--- src/rtl/mc_pkg.sv ---
// Shared definitions for the fetch/dispatch sequencer and the execution FSMs:
// sequencer state encoding, opcode values and the opcode-to-start mapping.
package mc_pkg;

  // Opcode occupies the top nibble of the instruction word.
  localparam int OPC_W    = 4;
  // Number of execution FSMs addressed by the one-hot start mapping.
  localparam int EXEC_OPS = 4;

  typedef enum logic [2:0] {
    IDLE,
    FETCH,
    WAIT_MEM,
    DECODE,
    DISPATCH,
    EXEC,
    HALT
  } state_t;

  localparam logic [OPC_W-1:0] OPC_NOP     = 4'h0;
  localparam logic [OPC_W-1:0] OPC_ALU_IMM = 4'h1;
  localparam logic [OPC_W-1:0] OPC_ALU_REG = 4'h2;
  localparam logic [OPC_W-1:0] OPC_LOAD    = 4'h3;
  localparam logic [OPC_W-1:0] OPC_STORE   = 4'h4;
  localparam logic [OPC_W-1:0] OPC_HALT    = 4'hF;

  // Opcode -> one-hot start vector. Zero means "no execution FSM owns this
  // opcode" (NOP, HALT or undefined). Execution FSMs index the same table.
  localparam logic [EXEC_OPS-1:0] OPC_ONEHOT [16] = '{
    4'b0000,  // 0 NOP
    4'b0001,  // 1 ALU_IMM
    4'b0010,  // 2 ALU_REG
    4'b0100,  // 3 LOAD
    4'b1000,  // 4 STORE
    4'b0000, 4'b0000, 4'b0000, 4'b0000, 4'b0000,
    4'b0000, 4'b0000, 4'b0000, 4'b0000, 4'b0000,
    4'b0000   // F HALT
  };

  // An opcode is legal if it dispatches to an FSM or is handled in-line.
  function automatic logic opc_is_legal(input logic [OPC_W-1:0] opc);
    return (OPC_ONEHOT[opc] != '0) || (opc == OPC_NOP) || (opc == OPC_HALT);
  endfunction

endpackage

--- src/rtl/pc_counter.sv ---
// Program counter: ADDR_W-bit register with synchronous load, increment and
// asynchronous active-low clear. Wraps modulo 2^ADDR_W silently.
module pc_counter #(
  parameter int ADDR_W = 8
) (
  input  logic              clk,
  input  logic              rst_n,
  input  logic              load,
  input  logic [ADDR_W-1:0] load_val,
  input  logic              inc,
  output logic [ADDR_W-1:0] cnt
);

  logic [ADDR_W-1:0] cnt_q, cnt_d;

  // Next count: load has priority over increment.
  always_comb begin
    // NOTE: default assignment first so every path drives cnt_d (no latch).
    cnt_d = cnt_q;
    if (load) begin
      cnt_d = load_val;
    end else if (inc) begin
      cnt_d = cnt_q + 1'b1;
    end
  end

  // Count register with asynchronous clear.
  always_ff @(posedge clk or negedge rst_n) begin
    // NOTE: non-blocking assignments for state so all flops update together.
    if (!rst_n) begin
      cnt_q <= '0;
    end else begin
      cnt_q <= cnt_d;
    end
  end

  assign cnt = cnt_q;

endmodule

--- src/rtl/fetch_dispatch_ctrl.sv ---
// Instruction fetch/decode sequencer. Fetches a word at the PC into the
// instruction register, decodes the opcode, pulses a one-hot start to the
// matching execution FSM and waits for its done before fetching again.
// Optional EXEC watchdog: define FDC_WATCHDOG_EN to enable it.
module fetch_dispatch_ctrl
  import mc_pkg::*;
#(
  parameter int ADDR_W   = 8,
  parameter int INSTR_W  = 16,
  parameter int NUM_OPS  = 4,
  parameter int WDOG_MAX = 255
) (
  input  logic               clk,
  input  logic               reset,
  input  logic               run,
  output logic               mem_rd,
  output logic [ADDR_W-1:0]  pc_addr,
  input  logic [INSTR_W-1:0] mem_data,
  input  logic               mem_valid,
  output logic [INSTR_W-1:0] ir,
  output logic [NUM_OPS-1:0] op_start,
  input  logic               op_done,
  input  logic               pc_inc,
  output logic               halted,
  output logic               illegal
);

  state_t               state_q, state_d;
  logic [INSTR_W-1:0]   ir_q, ir_d;
  logic                 illegal_q, illegal_d;
  logic                 pc_adv;
  logic                 wdog_trip;
  logic [OPC_W-1:0]     opc;

  assign opc = ir_q[INSTR_W-1 -: OPC_W];

  // PC advances on instruction capture and on operand consumption in EXEC;
  // pc_inc arriving in any other state is ignored.
  assign pc_adv = ((state_q == WAIT_MEM) && mem_valid) ||
                  ((state_q == EXEC) && pc_inc);

  pc_counter #(
    .ADDR_W (ADDR_W)
  ) u_pc (
    .clk      (clk),
    .rst_n    (reset),
    .load     (1'b0),
    .load_val ('0),
    .inc      (pc_adv),
    .cnt      (pc_addr)
  );

`ifdef FDC_WATCHDOG_EN
  logic [7:0] wdog_q, wdog_d;

  // Watchdog count: cleared at dispatch, counts every EXEC cycle.
  always_comb begin
    wdog_d = wdog_q;
    if (state_q == DISPATCH) begin
      wdog_d = '0;
    end else if (state_q == EXEC) begin
      wdog_d = wdog_q + 8'd1;
    end
  end

  // Trips on the EXEC cycle in which the count reaches WDOG_MAX.
  assign wdog_trip = (state_q == EXEC) && (wdog_q == 8'(WDOG_MAX - 1));

  // Watchdog counter register.
  always_ff @(posedge clk or negedge reset) begin
    if (!reset) begin
      wdog_q <= '0;
    end else begin
      wdog_q <= wdog_d;
    end
  end
`else
  assign wdog_trip = 1'b0;
`endif

  // State register plus instruction and sticky-illegal registers.
  always_ff @(posedge clk or negedge reset) begin
    if (!reset) begin
      state_q   <= IDLE;
      ir_q      <= '0;
      illegal_q <= 1'b0;
    end else begin
      state_q   <= state_d;
      ir_q      <= ir_d;
      illegal_q <= illegal_d;
    end
  end

  // Next-state logic, instruction capture and illegal-opcode detection.
  always_comb begin
    state_d   = state_q;
    ir_d      = ir_q;
    illegal_d = illegal_q;
    unique case (state_q)
      IDLE: begin
        if (run) state_d = FETCH;
      end
      FETCH: begin
        state_d = WAIT_MEM;
      end
      WAIT_MEM: begin
        if (mem_valid) begin
          ir_d    = mem_data;
          state_d = DECODE;
        end
      end
      DECODE: begin
        if (opc == OPC_NOP) begin
          state_d = run ? FETCH : IDLE;
        end else if (opc == OPC_HALT) begin
          state_d = HALT;
        end else if (!opc_is_legal(opc)) begin
          illegal_d = 1'b1;
          state_d   = HALT;
        end else begin
          state_d = DISPATCH;
        end
      end
      DISPATCH: begin
        state_d = EXEC;
      end
      EXEC: begin
        // run is only consulted here and in DECODE, so a stop request never
        // cuts an instruction short.
        if (op_done) begin
          state_d = run ? FETCH : IDLE;
        end else if (wdog_trip) begin
          illegal_d = 1'b1;
          state_d   = HALT;
        end
      end
      HALT: begin
        state_d = HALT;
      end
      default: begin
        state_d = IDLE;
      end
    endcase
  end

  // Outputs decoded from registered state only.
  always_comb begin
    mem_rd   = (state_q == FETCH) || (state_q == WAIT_MEM);
    halted   = (state_q == HALT);
    op_start = '0;
    if (state_q == DISPATCH) begin
      op_start = NUM_OPS'(OPC_ONEHOT[opc]);
    end
  end

  assign ir      = ir_q;
  assign illegal = illegal_q;

endmodule

--- config.mk ---
export PLATFORM = sky130hd
export DESIGN_NAME = fetch_dispatch_ctrl
export DESIGN_NICKNAME = d
export VERILOG_FILES = /design/src/rtl/mc_pkg.sv /design/src/rtl/pc_counter.sv /design/src/rtl/fetch_dispatch_ctrl.sv
export SDC_FILE = /design/constraint.sdc
export NUM_CORES = 1
export LEC_CHECK = 0
export ABC_AREA = 0
export CORE_ASPECT_RATIO = 0.6
export CORE_MARGIN = 5
export CORE_UTILIZATION = 45
export CTS_CLUSTER_DIAMETER = 60
export DETAILED_ROUTE_END_ITERATION = 6
export PLACE_DENSITY = 0.87
export SLEW_MARGIN = 20
export SYNTH_ARGS = -nofsm -noshare
export SYNTH_HDL_FRONTEND = slang
export SYNTH_SLANG_ARGS = --single-unit
export TNS_END_PERCENT = 100
--- constraint.sdc ---
create_clock -name clk -period 2.6 [get_ports clk]
set_input_delay 0.52 -clock clk [delete_from_list [all_inputs] [get_ports clk]]
set_output_delay 0.52 -clock clk [all_outputs]
set_load 0.1 [all_outputs]
==> out/results.md <==
| Quantity | Reported | Unit |
|:---|:---|:---|
| Result of the run | finished, final reports clean | - |
| Synthesized Nets | 128 | - |
| Global-route total usage across every layer | 15.2 | % |
| RSZ-0062 raised after global routing | false | - |
| Buffers & Inverters on Critical Path | 1 | - |
| Slew @ Worst Pin | 549 | ps |
| Number of instances resized during post-cts repair | 0 | - |
| Final period utilization | 92.7 | % |
| Total gr overflow | 0 | - |
| Number of vias in the routed layout | 979 | - |
| Critical path data arrival time | 1890 | ps |
| Fraction of the yosys area taken by sequential cells | 54.1 | % |
| Largest area contributor in the synthesized netlist | sky130_fd_sc_hd__dfrtp_1 | - |
| DR pass1 iterations | 4 | - |
| Die span in y | 51.6 | um |
| Slew margin rel. | 62.9 | % |
| Mapped Cells | 105 | - |
| Maximum frequency from static timing analysis | 0.415 | GHz |
| Clock Pin Slew Worst Setup and Hold Paths | 100 | ps |
| Number of warnings printed during yosys synthesis | 0 | - |
| Total area of multi-input combinational cells | 556 | um2 |
| Initial antenna violation count | 0 | - |
| Layout Utilization | 67.5 | % |
| Core region area | 0.00282 | mm2 |
| Number of buffers inserted by port buffering | 52 | - |
| Starting utilization of the core area | 46.0 | % |
| Number of inserted diodes | 0 | - |
| Final wirelength | 2.91 | mm |
| CTS H-tree depth | 1 | - |
| CTS root buffer | sky130_fd_sc_hd__clkbuf_8 | - |
| Number of global-route vias before repair | 1023 | - |
| Max_cap viols | 0 | - |
| Crit-path cells | nor4b_1 > nor2b_1 > and3b_2 > buf_12 | - |
| Number of distinct library cells after synthesis | 30 | - |
| CTS Hold Buffers Added | 0 | - |
| Pin count of the biggest net entering global routing | 29 | - |
| Number of pins with negative max-slew slack in the final report | 0 | - |
| Share of cells above drive strength 1 | 37.7 | % |
| Count of nets left with antenna violations after detail routing | 0 | - |
| Post-placement cell count | 189 | - |
| Routability congestion estimate from global placement | 0.855 | - |
| Number of buffers created by CTS | 3 | - |
| Crit path launch type | flop | - |
| Total placed instance area | 0.00183 | mm2 |
| Family with the most delay on the worst path | simple AND/OR/NAND/NOR gates | - |
| Hold Crit Class | reg -> reg | - |
| Reg area | 701 | um2 |
| Post-DR vias/cell | 5.07 | - |
| Deepest clock path buffer count | 2 | - |
| Async S/R FF share, synth | 100 | % |
| Top-area cell type share of the netlist area | 54.1 | % |
| Seq cells post-synth | 28 | - |
| Net count of the finished layout | 183 | - |
| Die Area | 0.00409 | mm2 |
| Syn avg cell area | 12.3 | um2 |
| Clock sink count | 28 | - |
| Final Critical Period | 2410 | ps |
| Worst setup skew after layout | 3.74 | ps |
| Standard-cell row count | 15 | - |
| TritonCTS clock tree | built | - |
| Data required time of the worst path | 2080 | ps |
| First-pass GRT wire length | 4.84 | mm |
| Synthesis-to-layout area growth | 46.8 | % |
| First DRT Iteration DRCs | 34 | - |
| Critical setup path kind | reg -> out | - |
| Number of top-level pins | 53 | - |
| Remaining routing DRC violations | 0 | - |
| HPWL Detailed | 2.27 | mm |
| Clock insertion delay at the later pin of the skew report | 270 | ps |
| Setup tns final | 0 | ps |
| Final design area excluding fillers | 0.00190 | mm2 |
| Slowest CP cell | sky130_fd_sc_hd__dfrtp_1 | - |
| Post-synthesis instance area | 0.00129 | mm2 |
| Top cells by area in the synthesized netlist | sky130_fd_sc_hd__dfrtp_1 54%, sky130_fd_sc_hd__mux2_2 14%, sky130_fd_sc_hd__xnor2_1 4.7% | - |
| Element type at the critical path end | output port | - |
| Leading register cell type out of synthesis | sky130_fd_sc_hd__dfrtp_1 | - |
| Stage delay of the slowest cell on the critical path | 480 | ps |
| Filler Cell Count | 214 | - |
| Post-synth EDFFs | 0 | - |
| Average wire length per cell after detail routing | 15.1 | um |
| Postcts setup bufs | 0 | - |
| Die width | 79.3 | um |
| Non-Filler Instances | 193 | - |
| Biggest fanout along the worst timing path | 9 | - |
| Number of endpoints failing setup at the final stage | 0 | - |
| Final count of hold timing violations | 0 | - |
[routing by layer]
layer / vias up / wire length [um] / global-route usage [%]
met4: 0 / 0 / 0.857
li1: 481 / - / -
met3: 0 / 241 / 6.23
met1: 461 / 1350 / 21.0
met5: - / 0 / 0
met2: 37 / 1320 / 23.7
[worst paths after layout]
| path | startpoint | to | slack [ps] | depth (start not counted) |
|---|---|---|---|---|
| max | state_q[1] | op_start[1] | 190 | 4 |
| min | u_pc.cnt[7] | u_pc.cnt[7] | 480 | 1 |
| max reg2reg | state_q[2] | ir[0] | 1010 | 4 |
| min reg2reg | u_pc.cnt[7] | u_pc.cnt[7] | 480 | 1 |
| max in group asynchronous | reset | state_q[0] | 1740 | 2 |
| min in group asynchronous | reset | ir[10] | 610 | 2 |
[layout make-up]
class	count	share of cell area (%)
clock inverter	1	1.58
inverter	2	0.395
clock buffer	3	2.17
sequential	28	36.9
timing repair buffer	56	27.5
tap	34	2.24
multi-input combinational	69	29.2
[cells in the mapped netlist, types with 3 or more instances]
library cell              number
sky130_fd_sc_hd__xnor2_1       7
sky130_fd_sc_hd__nand2_1       6
sky130_fd_sc_hd__dfrtp_1      28
sky130_fd_sc_hd__mux2_2       16
sky130_fd_sc_hd__and3_1        4
sky130_fd_sc_hd__buf_6         3
sky130_fd_sc_hd__o21ai_0       4
sky130_fd_sc_hd__nand4_1       6
sky130_fd_sc_hd__nor2_1        5
[registers in the layout (all words and copies together) (netlist names)]
| signal | cells |
|---|---|
| state_q | 3 |
| illegal | 1 |
| ir | 16 |
| u_pc.cnt | 8 |
[cell usage in the layout, fill, tap and decap left out, types with 2 or more instances in the layout]
master and instances:
sky130_fd_sc_hd__clkdlybuf4s50_1 21, sky130_fd_sc_hd__and3_1 3, sky130_fd_sc_hd__nor2b_1 2, sky130_fd_sc_hd__inv_1 2, sky130_fd_sc_hd__nand2_1 6, sky130_fd_sc_hd__clkbuf_8 3, sky130_fd_sc_hd__nor2_1 4, sky130_fd_sc_hd__nand2b_1 2
sky130_fd_sc_hd__buf_4 31, sky130_fd_sc_hd__buf_12 4, sky130_fd_sc_hd__o21ai_0 4, sky130_fd_sc_hd__a31oi_1 2, sky130_fd_sc_hd__mux2_2 16, sky130_fd_sc_hd__nand4_1 6, sky130_fd_sc_hd__dfrtp_1 28, sky130_fd_sc_hd__xnor2_1 7
[through the flow]
step / hold slack, ps / setup slack [ps]
after floorplan: 224 / 50.8
after global placement: 465 / 599
after detailed placement: 471 / 513
after CTS: 485 / 183
after global routing: 529 / 5.48
final: 484 / 190
[worst reg2reg max path: stages (launching register included)]
cell and delay (ps):
sky130_fd_sc_hd__dfrtp_1 400, sky130_fd_sc_hd__buf_4 180, sky130_fd_sc_hd__and4bb_1 290, sky130_fd_sc_hd__buf_4 250, sky130_fd_sc_hd__mux2_2 370
[cell families after synthesis]
logic type | after synthesis | share of synthesized area (%)
AND/OR/NAND/NOR | 31 | 14.1
XOR/XNOR | 8 | 5.41
adder cells (fa/ha/maj) | 1 | 0.966
flip-flops | 28 | 54.1
multiplexers | 17 | 15.1
buffers and inverters | 8 | 4.15
AO/OA/AOI/OAI | 12 | 6.18
Power is left out: the tool's default activity adds up to more than one toggle a clock period on the data nets, which glitch-free logic cannot reach.
